===== config.mk =====
export PLATFORM = sky130hd
export DESIGN_NAME = mandelbrot_scan_engine
export DESIGN_NICKNAME = d
export VERILOG_FILES = /design/src/rtl/mandelbrot_scan_engine.sv
export SDC_FILE = /design/constraint.sdc
export NUM_CORES = 1
export LEC_CHECK = 0
export CORE_ASPECT_RATIO = 0.8
export CORE_MARGIN = 3
export CORE_UTILIZATION = 45
export CTS_CLUSTER_SIZE = 40
export DETAILED_ROUTE_END_ITERATION = 8
export PLACE_DENSITY = 0.63
export REMOVE_ABC_BUFFERS = 1
export SYNTH_ARGS = -nofsm -noshare
export SYNTH_HDL_FRONTEND = slang
export SYNTH_SLANG_ARGS = --single-unit
export TNS_END_PERCENT = 20

===== constraint.sdc =====
create_clock -name clk -period 9.29 [get_ports clk]
set_input_delay 1.858 -clock clk [delete_from_list [all_inputs] [get_ports clk]]
set_output_delay 1.858 -clock clk [all_outputs]
set_load 0.02 [all_outputs]

===== src/rtl/mandelbrot_scan_engine.sv =====
// Mandelbrot scan engine: walks a COLS x ROWS grid of points c and iterates
// z = z^2 + c per point, emitting (x, y, escape count) on a valid/ready stream.
// Latency per pixel with ready held high: 1 (INIT) + (n+1) (ITER) + 1 (HOLD).
// Backpressure: result_valid and its data stay stable in HOLD until result_ready.
// Ports: clk/rst_n; start/abort control; max_ctr, scaling, cr_offset, ci_offset
// configuration (latched on start); result_* stream; running/finished status.
module mandelbrot_scan_engine #(
  parameter int BITWIDTH  = 11,
  parameter int FRAC      = BITWIDTH - 3,
  parameter int CTRWIDTH  = 7,
  parameter int SCALEBITS = 2,
  parameter int COLS      = 16,
  parameter int ROWS      = 16,
  localparam int XW = (COLS > 1) ? $clog2(COLS) : 1,
  localparam int YW = (ROWS > 1) ? $clog2(ROWS) : 1
) (
  input  logic                 clk,
  input  logic                 rst_n,
  input  logic                 start,
  input  logic                 abort,
  input  logic [CTRWIDTH-1:0]  max_ctr,
  input  logic [SCALEBITS-1:0] scaling,
  input  logic [BITWIDTH-1:0]  cr_offset,
  input  logic [BITWIDTH-1:0]  ci_offset,
  output logic                 result_valid,
  input  logic                 result_ready,
  output logic [CTRWIDTH-1:0]  result_ctr,
  output logic [XW-1:0]        result_x,
  output logic [YW-1:0]        result_y,
  output logic                 running,
  output logic                 finished
);

  // Full-precision width for squares and their sum.
  localparam int PW = 2 * BITWIDTH + 1;
  localparam logic signed [PW-1:0] FOUR = PW'(64'sd1 <<< (2 * FRAC + 2));
  localparam logic signed [PW-1:0] MAXV = PW'((64'sd1 <<< (BITWIDTH - 1)) - 1);
  localparam logic signed [PW-1:0] MINV = PW'(-(64'sd1 <<< (BITWIDTH - 1)));

  typedef enum logic [2:0] {S_IDLE, S_INIT, S_ITER, S_HOLD, S_DONE} state_t;

  state_t state, state_nxt;

  logic [CTRWIDTH-1:0]        max_q, ctr;
  logic [SCALEBITS-1:0]       scl_q;
  logic [BITWIDTH-1:0]        cro_q, cio_q;
  logic signed [BITWIDTH-1:0] cr, ci, zr, zi;
  logic [XW-1:0]              x;
  logic [YW-1:0]              y;

  logic signed [PW-1:0] zr_ext, zi_ext, cr_ext, ci_ext;
  logic signed [PW-1:0] zr2, zi2, zrzi2, mag, re_full, im_full;
  logic [BITWIDTH-1:0]  x_step, y_step;
  logic                 escaped, stop, last_col, last_row;

  function automatic logic signed [BITWIDTH-1:0] sat(input logic signed [PW-1:0] v);
    if (v > MAXV)      return {1'b0, {(BITWIDTH-1){1'b1}}};
    else if (v < MINV) return {1'b1, {(BITWIDTH-1){1'b0}}};
    else               return v[BITWIDTH-1:0];
  endfunction

  // Iteration datapath. The difference of squares and the cross term are
  // formed at full width, floored by FRAC, c added, and only then clamped.
  always_comb begin
    zr_ext  = {{(PW-BITWIDTH){zr[BITWIDTH-1]}}, zr};
    zi_ext  = {{(PW-BITWIDTH){zi[BITWIDTH-1]}}, zi};
    cr_ext  = {{(PW-BITWIDTH){cr[BITWIDTH-1]}}, cr};
    ci_ext  = {{(PW-BITWIDTH){ci[BITWIDTH-1]}}, ci};
    zr2     = zr_ext * zr_ext;
    zi2     = zi_ext * zi_ext;
    zrzi2   = (zr_ext * zi_ext) <<< 1;
    mag     = zr2 + zi2;
    re_full = ((zr2 - zi2) >>> FRAC) + cr_ext;
    im_full = (zrzi2 >>> FRAC) + ci_ext;
    escaped = (mag >= FOUR);
    stop    = escaped || (ctr == max_q);
    // Pixel step is a power of two, so x*step is a shift; wraps mod 2^BITWIDTH.
    x_step  = BITWIDTH'(x) << scl_q;
    y_step  = BITWIDTH'(y) << scl_q;
    last_col = (x == XW'(COLS - 1));
    last_row = (y == YW'(ROWS - 1));
  end

  always_ff @(posedge clk or negedge rst_n) begin
    if (!rst_n) state <= S_IDLE;
    else        state <= state_nxt;
  end

  always_comb begin
    state_nxt = state;
    case (state)
      S_IDLE, S_DONE: if (start) state_nxt = S_INIT;
      S_INIT:         state_nxt = S_ITER;
      S_ITER:         if (stop) state_nxt = S_HOLD;
      S_HOLD:         if (result_ready) state_nxt = (last_col && last_row) ? S_DONE : S_INIT;
      default:        state_nxt = S_IDLE;
    endcase
    if (abort) state_nxt = S_IDLE;
  end

  always_ff @(posedge clk or negedge rst_n) begin
    if (!rst_n) begin
      max_q      <= '0;
      scl_q      <= '0;
      cro_q      <= '0;
      cio_q      <= '0;
      cr         <= '0;
      ci         <= '0;
      zr         <= '0;
      zi         <= '0;
      ctr        <= '0;
      x          <= '0;
      y          <= '0;
      result_ctr <= '0;
    end else if (!abort) begin
      case (state)
        S_IDLE, S_DONE: begin
          if (start) begin
            max_q <= max_ctr;
            scl_q <= scaling;
            cro_q <= cr_offset;
            cio_q <= ci_offset;
            x     <= '0;
            y     <= '0;
          end
        end
        S_INIT: begin
          cr  <= cro_q + x_step;
          ci  <= cio_q + y_step;
          zr  <= '0;
          zi  <= '0;
          ctr <= '0;
        end
        S_ITER: begin
          if (stop) begin
            result_ctr <= ctr;
          end else begin
            zr  <= sat(re_full);
            zi  <= sat(im_full);
            ctr <= ctr + CTRWIDTH'(1);
          end
        end
        S_HOLD: begin
          // The final pixel leaves x/y in place; DONE does not advance.
          if (result_ready && !(last_col && last_row)) begin
            if (last_col) begin
              x <= '0;
              y <= y + YW'(1);
            end else begin
              x <= x + XW'(1);
            end
          end
        end
        default: ;
      endcase
    end
  end

  assign result_valid = (state == S_HOLD);
  assign result_x     = x;
  assign result_y     = y;
  assign running      = (state == S_INIT) || (state == S_ITER) || (state == S_HOLD);
  assign finished     = (state == S_DONE);

endmodule


==> results of run 1 <==
-- cells by family (layout without fill, tap and decap cells) --
logic type                 count (synthesis)  after routing
AOI/OAI and AO/OA                        321            321
buffers and inverters                    535            583
adders and majority gates                547            547
muxes                                     46             46
and+or+nand+nor                          575            575
DFF                                      100            100
xor gates and xnor gates                 143            143
-- how the worst max path moves through the flow --
stage,end,slack [ns]
after floorplan,zr[3],1.03
after global placement,zr[2],0.60
after detailed placement,zr[3],0.37
after CTS,zr[3],0.30
after global routing,zr[2],-0.01
final,zr[4],0.47
-- flip-flops by register name, indices dropped and copies added, names as in the netlist, 7 cells and up --
| name | count |
|---|---|
| result_ctr | 7 |
| ci | 11 |
| max_q | 7 |
| zr | 11 |
| zi | 11 |
| ctr | 7 |
| cro_q | 11 |
| cio_q | 11 |
| cr | 11 |
-- worst register-to-register path, delay by kind of cell (launching register included) --
| family | cells | cell delay (ns) |
|---|---|---|
| xor gates and xnor gates | 1 | 0.18 |
| buffers and inverters | 3 | 0.26 |
| AOI/OAI and AO/OA | 12 | 2.85 |
| adders and majority gates | 8 | 3.52 |
| and+or+nand+nor | 4 | 1.16 |
| DFF | 1 | 0.73 |
-- cell usage after synthesis (all sizes together) (23+ instances only) --
cell    instances
a21oi          82
and2           85
clkbuf         66
dfrtp         100
fa            321
ha            226
inv           461
mux2           37
nand2         206
nand2b         23
nand3          27
nor2          123
nor2b          31
nor3           28
o21ai          80
xnor2         101
xor2           42
-- timing repair --
action,in CTS,in global routing
resized for setup,0,23
setup buffers,0,0
setup endpoints to repair,0,10
hold buffers,0,0
hold endpoints to repair,0,0
-- layer usage --
metal,vias up,GRT usage (%),routed length [µm]
li1,7277,-,-
met1,7624,33.51,24790
met2,357,31.68,20840
met3,33,2.285,2599
met4,0,3.235,595
met5,-,0,0
-- layout make-up --
cell class / instances / area [µm²]
Inverter: 465 / 1749
Timing Repair Buffer: 102 / 912.1
Fill cell: 4222 / 22400
Clock inverter: 7 / 67.56
Tap cell: 603 / 754.5
Sequential cell: 100 / 2509
Multi-Input combinational cell: 1632 / 16020
Clock buffer: 9 / 225.2
-- metrics by stage --
step	setup TNS, ns	instance area, µm²	hold slack, ns
after detailed placement	0	21870	0.4822
after CTS	0	22160	0.5020
after floorplan	0	20190	0.4523
after global placement	0	21870	0.4800
after global routing	-0.01330	22230	0.5266
final	0	22230	0.4949
==> summary.txt, run 1 <==
Run status
  – Status: finished clean

Finish
  – Most frequent cells in the layout: inv_1 (459), fa_1 (321), ha_1 (226)
  – Most common cell after layout, fill and taps aside: inv_1
  – Number of diodes: 0
  – Util after Layout: 49.81%
  – Area growth from synthesis to layout: 8.645%
  – Share of cells above drive strength 1: 6.739%
  – Non-filler cells in the finished layout: 2918
  – Net count, final: 2893

Placed design
  – IO Port Bufs: 53
  – Gp weighted congestion: 0.9421
  – Pre-CTS WS: 0.3666 ns
  – Post-Place Cells: 2902
  – HPWL after detailed placement: 41.24 mm

Worst setup path
  – Critical path depth: 28
  – Crit Path Max Fanout: 12
  – Req. time, crit path: 9.52 ns
  – WP buf/inv: 3
  – Setup CP Type: flop to flop
  – CP startpoint kind: flop
  – R2R Setup Slk: 0.47 ns
  – Kind of cell adding the most delay to the critical path: adder cells
  – Reg-to-Reg End: zr[4]
  – R2r startpoint: zr[8]
  – Critical path arrival: 9.05 ns
  – Slowest stage delay, CP: 0.73 ns
  – Crit end category: flop
  – Critical-path top delay cell: dfrtp_1
  – CP most frequent cell: fa_1
  – FF-to-FF path depth: 28
  – Worst setup path startpoint: zr[8]

Synth
  – #FFs+latches synth: 100
  – YS warnings: 0
  – Top FF cell, synth: dfrtp_1
  – Synth Area in XOR/XNOR: 6.212%
  – Largest family of logic cells by synthesized area: adder cells
  – Yosys top cell by area: fa_1
  – Top cells by area, synth: fa_1 (31%), ha_1 (14%), dfrtp_1 (12%), inv_1 (8.4%), xnor2_1 (4.3%)
  – Syn_area_per_cell: 9.027 µm²
  – Post-synth top area share: 31.40%
  – Post-Syn Instances: 2267
  – Post-Syn Area: 20460 µm²
  – Synth cell types: 86
  – Sequential share of the synthesized area: 12.23%
  – Async S/R FF share, synth: 100.0%
  – Adder-Cell Fraction of Synth Area: 45.22%
  – Mux cell area share after synthesis: 2.476%
  – Post-Synth Simple-Gate Area: 13.48%
  – Number of synthesized flops with an enable pin: 0
  – Compound-gate portion of the synthesized area: 10.50%

Global route
  – Total track usage: 21.12%
  – Gr ovfl total: 0
  – First-pass GRT wire length: 81.61 mm
  – Number of global-route vias before repair: 15570
  – Initial antenna violation count: 0
  – Pin count of the biggest net entering global routing: 66

CTS
  – Root buf cell: clkbuf_16
  – Num CTS Buffers: 9
  – H-tree depth: 3
  – CTS tree: yes
  – Clk pin slew, worst setup/hold paths: 0.08 ns
  – Worst-skew pair later-pin latency: 0.37 ns
  – Clock buffer depth: 2
  – CTS sink cnt: 100

Route
  – Antenna-violating nets left: 0
  – Drt wl/cell: 16.73 µm
  – # DRC: 0
  – Vias per cell: 5.240
  – DRT Pass-1 Iters: 6
  – Total number of vias: 15290
  – Iter 0 DRT Violations: 1082
  – DRT Wirelength: 48.82 mm

STA
  – Setup ws final: 0.4697 ns
  – Worst Tran Pin Value: 0.8251 ns
  – Pins Over Slew Limit: 0
  – FMAX: 113.4 MHz
  – Rel. slew slack: 44.99%
  – Period utilisation layout: 94.94%
  – Worst clock skew: 0.02098 ns
  – Setup-failing EPs final: 0
  – Fin. Hold Viols: 0
  – Tmin final: 8.820 ns

Min path
  – Min-delay src: cr[3]
  – Hold path depth: 2
  – Hold Crit Class: flop to flop
  – Hold Path Sink: cr[3]

Die
  – Die area: 48090 µm²
  – Chip width: 244.4 µm
  – Core ar.: 44630 µm²
  – Die Y: 196.7 µm
  – Num rows: 69
  – Initial core utilization: 45.85%
  – # IOs: 54

Run
  – Max Cap Viol: 0
Power of run 1 is not shown: default switching activity piles up to over one toggle a cycle in this logic, so the estimate is an artifact.
==> inputs of run 2 (changes only) <==
--- a/config.mk
+++ b/config.mk
@@ -5,13 +5,14 @@
 export SDC_FILE = /design/constraint.sdc
 export NUM_CORES = 1
 export LEC_CHECK = 0
+export ABC_CLOCK_PERIOD_IN_PS = 9290
 export CORE_ASPECT_RATIO = 0.8
 export CORE_MARGIN = 3
 export CORE_UTILIZATION = 45
 export CTS_CLUSTER_SIZE = 40
 export DETAILED_ROUTE_END_ITERATION = 8
 export PLACE_DENSITY = 0.63
-export REMOVE_ABC_BUFFERS = 1
+export SLEW_MARGIN = 25
 export SYNTH_ARGS = -nofsm -noshare
 export SYNTH_HDL_FRONTEND = slang
 export SYNTH_SLANG_ARGS = --single-unit
==> summary.txt, run 2 (same netlist as run 1, synthesis figures left out) <==
Worst setup path
  – CP startpoint kind: flop
  – Crit Path Max Fanout: 14 (+2)
  – WP buf/inv: 7 (+4)
  – Kind of cell adding the most delay to the critical path: adder cells
  – Critical path arrival: 9.10 ns (+0.05 ns)
  – Slowest stage delay, CP: 0.57 ns (-0.16 ns)
  – Setup CP Type: flop to flop
  – Crit end category: flop
  – R2R Setup Slk: 0.41 ns (-0.06 ns)
  – Req. time, crit path: 9.51 ns (about the same)
  – Critical-path top delay cell: fa_1

Placed design
  – IO Port Bufs: 53 (unchanged)
  – HPWL after detailed placement: 41.74 mm (+1.2%)
  – Gp weighted congestion: 0.9020 (-4.3%)

Global route
  – M2 GR Usage: 33.92% (+2.2 points)
  – Met3 GRT Util: 3.237% (+0.95 points)
  – Gr ovfl total: 0 (unchanged)
  – GRT Max-Usage Layer: met2
  – First-pass GRT wire length: 83.32 mm (+2.1%)
  – Pin count of the biggest net entering global routing: 66 (unchanged)
  – Number of global-route vias before repair: 16120 (+3.6%)
  – Total track usage: 21.58% (+0.46 points)
  – GR met1 Demand/Resource: 32.35% (-1.2 points)
  – Initial antenna violation count: 0 (unchanged)

CTS
  – Root buf cell: clkbuf_16
  – CTS tree: yes
  – Worst-skew pair later-pin latency: 0.36 ns (about the same)
  – CTS sink cnt: 100 (unchanged)
  – Num CTS Buffers: 9 (unchanged)
  – Clk pin slew, worst setup/hold paths: 0.08 ns (about the same)
  – H-tree depth: 3 (unchanged)
  – Clock buffer depth: 2 (unchanged)
  – Hold_buf cts: 0 (unchanged)

Die
  – Initial core utilization: 45.85% (unchanged)
  – Core ar.: 44630 µm² (unchanged)
  – # IOs: 54 (unchanged)
  – Chip width: 244.4 µm (unchanged)
  – Die Y: 196.7 µm (unchanged)
  – Die area: 48090 µm² (unchanged)
  – Num rows: 69 (unchanged)

Min path
  – Hold Crit Class: flop to flop

Finish
  – Area of the multi-input gates: 15980 µm² (-0.23%)
  – Share of cells above drive strength 1: 6.900% (+0.16 points)
  – Most common cell after layout, fill and taps aside: inv_1
  – Most frequent cells in the layout: inv_1 (459), fa_1 (321), ha_1 (226)
  – Util after Layout: 49.79% (about the same)
  – Net count, final: 2897 (+0.14%)
  – Number of diodes: 0 (unchanged)
  – Register area: 2514 µm² (+0.20%)
  – Fill cell count: 4194 (-0.66%)
  – Area growth from synthesis to layout: 8.596% (about the same)

STA
  – Setup-failing EPs final: 0 (unchanged)
  – Worst Tran Pin Value: 0.8470 ns (+0.02186 ns)
  – FMAX: 112.6 MHz (-0.69%)
  – Rel. slew slack: 43.53% (-1.5 points)
  – Pins Over Slew Limit: 0 (unchanged)
  – Period utilisation layout: 95.61% (+0.66 points)
  – Worst clock skew: 0.01099 ns (-0.009985 ns)
  – Fin. Hold Viols: 0 (unchanged)
  – Tmin final: 8.882 ns (+0.06166 ns)

Route
  – Antenna-violating nets left: 0 (unchanged)
  – DRT Wirelength: 49.34 mm (+1.1%)
  – Total number of vias: 15290 (+0.013%)
  – # DRC: 0 (unchanged)
  – Iter 0 DRT Violations: 959 (-11%)
  – Drt wl/cell: 16.89 µm (+0.93%)
  – DRT Pass-1 Iters: 5 (-1)
  – Vias per cell: 5.234 (-0.12%)

Synth
  – Post-synth net total: 2850

Run status
  – Status: finished clean

Run
  – Max Cap Viol: 0 (unchanged)
## run 2: path summary, 6_finish.rpt
| kind | cells past startpoint | to | start |
|---|---|---|---|
| max in group asynchronous | 2 | zi[2] | rst_n |
| max reg2reg | 31 | zr[5] | zr[5] |
| min | 2 | ci[6] | ci[6] |
| max | 31 | zr[5] | zr[5] |
| min in group asynchronous | 1 | result_ctr[3] | rst_n |
| min reg2reg | 2 | ci[6] | ci[6] |
## run 2: per-layer routing
metal / share of wire (%) / wire (µm)
met1: 48 / 23830
met2: 45 / 22000
met3: 6.0 / 2981
met4: 1.1 / 532
met5: 0 / 0
## run 2: stage by stage
step	setup slack (ns)	TNS (ns)	hold WS [ns]	std cells	area [µm²]
2_1_floorplan	0.8489	0	0.4523	2267	20460
3_3_place_gp	0.4902	0	0.4828	2903	21860
3_5_place_dp	0.1979	0	0.4844	2903	21860
4_1_cts	0.1545	0	0.5046	2919	22150
5_1_grt	-0.06631	-0.2733	0.5275	2922	22220
6_report	0.4080	0	0.5057	2922	22220
## run 2: final cells by class
class | instances | area share (%)
Sequential cell | 100 | 11.31
Multi-Input combinational cell | 1632 | 71.91
Clock inverter | 7 | 0.3040
Timing Repair Buffer | 106 | 4.183
Inverter | 465 | 7.888
Clock buffer | 9 | 1.013
Tap cell | 603 | 3.395
## run 2: tightest hold or removal path, cell delays in order (launching register included)
cell	delay (ns)
dfrtp_1	0.36
nand2_1	0.06
o31ai_1	0.06
## run 2: repair_timing
item | 4_1_cts | 5_1_grt
endpoints found under the setup margin | 0 | 10
resized for setup | 0 | 23
buffers inserted | 0 | 3
Power of run 2 is left out for the same reason.
